[config.mk]
export PLATFORM = sky130hd
export DESIGN_NAME = key4_reader
export DESIGN_NICKNAME = d
export VERILOG_FILES = /design/src/rtl/key4_reader.sv
export SDC_FILE = /design/constraint.sdc
export NUM_CORES = 1
export LEC_CHECK = 0
export ABC_AREA = 1
export CORE_MARGIN = 4
export CORE_UTILIZATION = 25
export CTS_CLUSTER_SIZE = 20
export DETAILED_ROUTE_END_ITERATION = 10
export PLACE_DENSITY = 0.37
export SYNTH_ARGS = -nofsm -noshare
export SYNTH_HDL_FRONTEND = slang
export SYNTH_SLANG_ARGS = --single-unit
[constraint.sdc]
create_clock -name clk -period 3.8 [get_ports clk]
set_input_delay 0.57 -clock clk [delete_from_list [all_inputs] [get_ports clk]]
set_output_delay 0.57 -clock clk [all_outputs]
set_load 0.02 [all_outputs]
[src/rtl/key4_reader.sv]
// rtl/key4_reader.sv - debounced reader for four active-low push-buttons
// Produces clean level/press/release per key and a 4-bit user value with hold.
module key4_reader #(
  parameter int TICK_DIV       = 25000,
  parameter int DEBOUNCE_TICKS = 20
) (
  input  logic       clk,
  input  logic       nRst,
  input  logic [3:0] nKey,
  output logic [3:0] key_state,
  output logic [3:0] key_press,
  output logic [3:0] key_release,
  output logic [3:0] code,
  output logic       hold
);

  localparam int PW = (TICK_DIV > 2) ? $clog2(TICK_DIV) : 1;
  localparam int CW = $clog2(DEBOUNCE_TICKS) + 1;
  localparam logic [PW-1:0] PRE_LOAD = PW'(TICK_DIV - 1);
  localparam logic [CW-1:0] CNT_LAST = CW'(DEBOUNCE_TICKS - 1);

  logic [3:0]    sync1;
  logic [3:0]    s;
  logic [PW-1:0] pre;
  logic          tick;
  logic [CW-1:0] cnt [4];

  // Inverted at the pad so everything downstream is 1 = pressed.
  always_ff @(posedge clk or negedge nRst) begin
    if (!nRst) begin
      sync1 <= '0;
      s     <= '0;
    end else begin
      sync1 <= ~nKey;
      s     <= sync1;
    end
  end

  assign tick = (pre == '0);

  always_ff @(posedge clk or negedge nRst) begin
    if (!nRst) begin
      pre <= PRE_LOAD;
    end else if (tick) begin
      pre <= PRE_LOAD;
    end else begin
      pre <= pre - PW'(1);
    end
  end

  // Any cycle agreeing with the stable level restarts that key's count.
  always_ff @(posedge clk or negedge nRst) begin
    if (!nRst) begin
      key_state   <= '0;
      key_press   <= '0;
      key_release <= '0;
      for (int i = 0; i < 4; i++) begin
        cnt[i] <= '0;
      end
    end else begin
      key_press   <= '0;
      key_release <= '0;
      for (int i = 0; i < 4; i++) begin
        if (s[i] == key_state[i]) begin
          cnt[i] <= '0;
        end else if (tick) begin
          if (cnt[i] == CNT_LAST) begin
            key_state[i]   <= s[i];
            key_press[i]   <= s[i];
            key_release[i] <= ~s[i];
            cnt[i]         <= '0;
          end else begin
            cnt[i] <= cnt[i] + CW'(1);
          end
        end
      end
    end
  end

  // Clear wins over inc/dec; inc and dec together cancel.
  always_ff @(posedge clk or negedge nRst) begin
    if (!nRst) begin
      code <= '0;
      hold <= 1'b0;
    end else begin
      if (key_press[2]) begin
        code <= '0;
      end else if (!hold) begin
        if (key_press[0] && !key_press[1]) begin
          code <= code + 4'd1;
        end else if (key_press[1] && !key_press[0]) begin
          code <= code - 4'd1;
        end
      end
      if (key_press[3]) begin
        hold <= ~hold;
      end
    end
  end

endmodule
==> reports/metrics.cfg <==
[run_status]
status=completed

[sta]
fin_setup_tns_ps=0
rsz0062_at_grt=no
fmax_mhz=500.2
setup_violations=0
hold_viol_final=0
hold_slack_ps=344.9
finalCritPeriodShare_pct=52.61
slew_headroom_pct=43.37
final.setup.worst_slack_ps=1801
fin_crit_ps=1999
worst_pin_slew_ps=849.5
skew_ps=3.605
slew_viol_final=0

[pwr]
swShare_pct=22.77
intPower_mw=1.179
max-vdd-ir-drop_uv=165.7
clkPwrFrac_pct=49.1
p_switching_uw=347.6
power_density_mw_per_mm2=369.7
p_leak_nw=1.967
pwr-share-seq_pct=46.5
pwr-share-comb_pct=4.4
total_power_mw=1.527

[hold_path]
hold_end=s[1]
hp-start=sync1[1]
min_path_cells=0
min_path_type=reg2reg

[routing]
routed_wirelength_um=8129
drt_iter0_markers=121
post_drt_wl_per_cell_um=12.56
ant_nets=0
num_vias=2812
route.detailed.drc=0
dr.pass1.iters=4
viasPerCell=4.346

[setup_path]
worstSetupEndpointType=output pin
rr_worst_depth=8
crit_family=buffers and inverters
arrival_ps=1430
crit_cells=1
worstSetupStartpointType=flop
slowest_delay_ps=650
critPathRequiredTime_ps=3230
crit_buf_inv=1
critPathMaxFanout=4
worst_path_max_delay_cell=clkdlybuf4s50_1
rrSetupSlack_ps=1800
reg2reg_to=cnt[11]
crit_chain=clkdlybuf4s50_1
worstSetupPathType=reg2out
rr_startpoint=pre[0]

[final_layout]
final-seq-area_mm2=0.001612
area_growth_pct=18.92
instances_no_fill=647
nets=481
fill_cells=1437
finalCoreUtilization_pct=30.81
multi_input_area_mm2=0.001638
drive_gt1_share_pct=8.068
insertedDiodeCount=0
fin_area_mm2=0.004129

[clock_network]
clock_path_buffers=2
h-tree-depth=3
cts_sinks=64
cts_inserted_buffers=9
clk_pin_slew_ps=50
cts_root_buffer=clkbuf_16
hold_buffers=0
tritoncts=yes
clock_latency_ps=330
cts_setup_buffers=0
cts_resized=0

[yosys]
synth_top_area_cell=dfrtp_1
synth.most_common_cell=nand2_1
synth_edf_count=0
syn_inst=440
synthArstFlopShare_pct=100.0
synth_cell_types=28
netlist_top_cells_count=116 x nand2_1, 61 x nor2_1, 56 x dfrtp_1, 55 x nand3_1, 45 x inv_1
syn_nets=455
seq_area_frac_synth_pct=46.41
yosysTopAreaCellShare_pct=40.36
synth-seq-cells=64
synth_flop_cell=dfrtp_1
syn_avg_cell_area_um2=7.891
synth_area_mm2=0.003472
yosys_warnings=0
synth_area_leaders=dfrtp_1 40%, nand2_1 13%, nand3_1 7.9%

[global_route]
grt_pass1_wl_um=14060
antenna_found_initial=0
overflow=0
grt_max_degree=65
grt_usage_pct=11.20
grt_pass1_vias=2786

[floorplan]
die-height_um=125.9
start_util_pct=25.91
ioPinCount=23
num_rows=42
die_area_mm2=0.01584
core-area_mm2=0.01340
die_w_um=125.9

[placement]
place_area_mm2=0.003866
dp_hpwl_um=5769
dp.cells=631
io_buffers=22
gp_congestion=0.7837
pre_cts_slack_ps=1762

[run]
maxCapViolations=0

per-layer routing:
metal	global-route usage (%)	vias to the layer above	wire length (um)
met5	0	-	0
met4	4.543	0	161
met3	3.006	12	280
met2	17.15	35	3578
met1	15.07	1302	4109
li1	-	1463	-
layout by cell type, fill, tap and decap left out:
cell type,instances
buf_2,1
nor2_4,3
or2_2,2
o21ai_1,3
dfstp_2,8
nor2_1,61
o21ai_0,13
nand3b_1,2
inv_1,45
a21oi_1,4
nand3_1,55
clkbuf_16,9
dfrtp_1,56
clkinv_2,2
xor2_1,8
o22ai_1,1
nand2_4,1
clkbuf_1,5
nand2_1,116
clkdlybuf4s50_1,21
ha_1,8
clkbuf_8,1
nor3_2,1
nand4_1,20
nor2_2,2
nand2_2,4
nor3_1,4
xnor2_1,10
buf_4,1
xor2_2,3
fa_1,1
how the worst max path moves through the flow:
stage                       startpoint            to
after floorplan           key_press[1]       code[3]
after global placement          pre[0]       cnt[11]
after detailed placement        pre[0]       cnt[23]
after CTS                       pre[0]       cnt[23]
after global routing            pre[0]       cnt[11]
final                     key_state[3]  key_state[3]
power groups by stage:
stage / registers (mW) / logic, mW / clock network, mW
2_1_floorplan: 0.718 / 0.0401 / 0
4_1_cts: 0.710 / 0.0698 / 0.785
5_1_grt: 0.712 / 0.0794 / 0.814
6_report: 0.710 / 0.0669 / 0.749
3_5_place_dp: 0.722 / 0.0691 / 0
3_3_place_gp: 0.721 / 0.0690 / 0
state kept, by name, indices dropped and copies added (netlist names):
name,cells
cnt,24
pre,15
key_state,4
key_release,4
hold,1
sync1,4
code,4
s,4
key_press,4
cells by family after synthesis:
group,count (synthesis),synth area share (%)
and+or+nand+nor,271,34.70
DFF,64,46.41
buffers and inverters,54,6.414
AOI/OAI and AO/OA,21,3.063
xor gates and xnor gates,21,5.946
adders and majority gates,9,3.460
area by class of cell:
| class | count | area share [%] |
|---|---|---|
| multi-input cells | 322 | 39.67 |
| repair buffers | 23 | 5.394 |
| flip-flops and latches | 64 | 39.03 |
| clock buffers | 15 | 6.242 |
| well taps | 176 | 5.333 |
| clock inverters | 1 | 0.1212 |
| inverters | 46 | 4.212 |
Power figures use the tool's default switching activity.
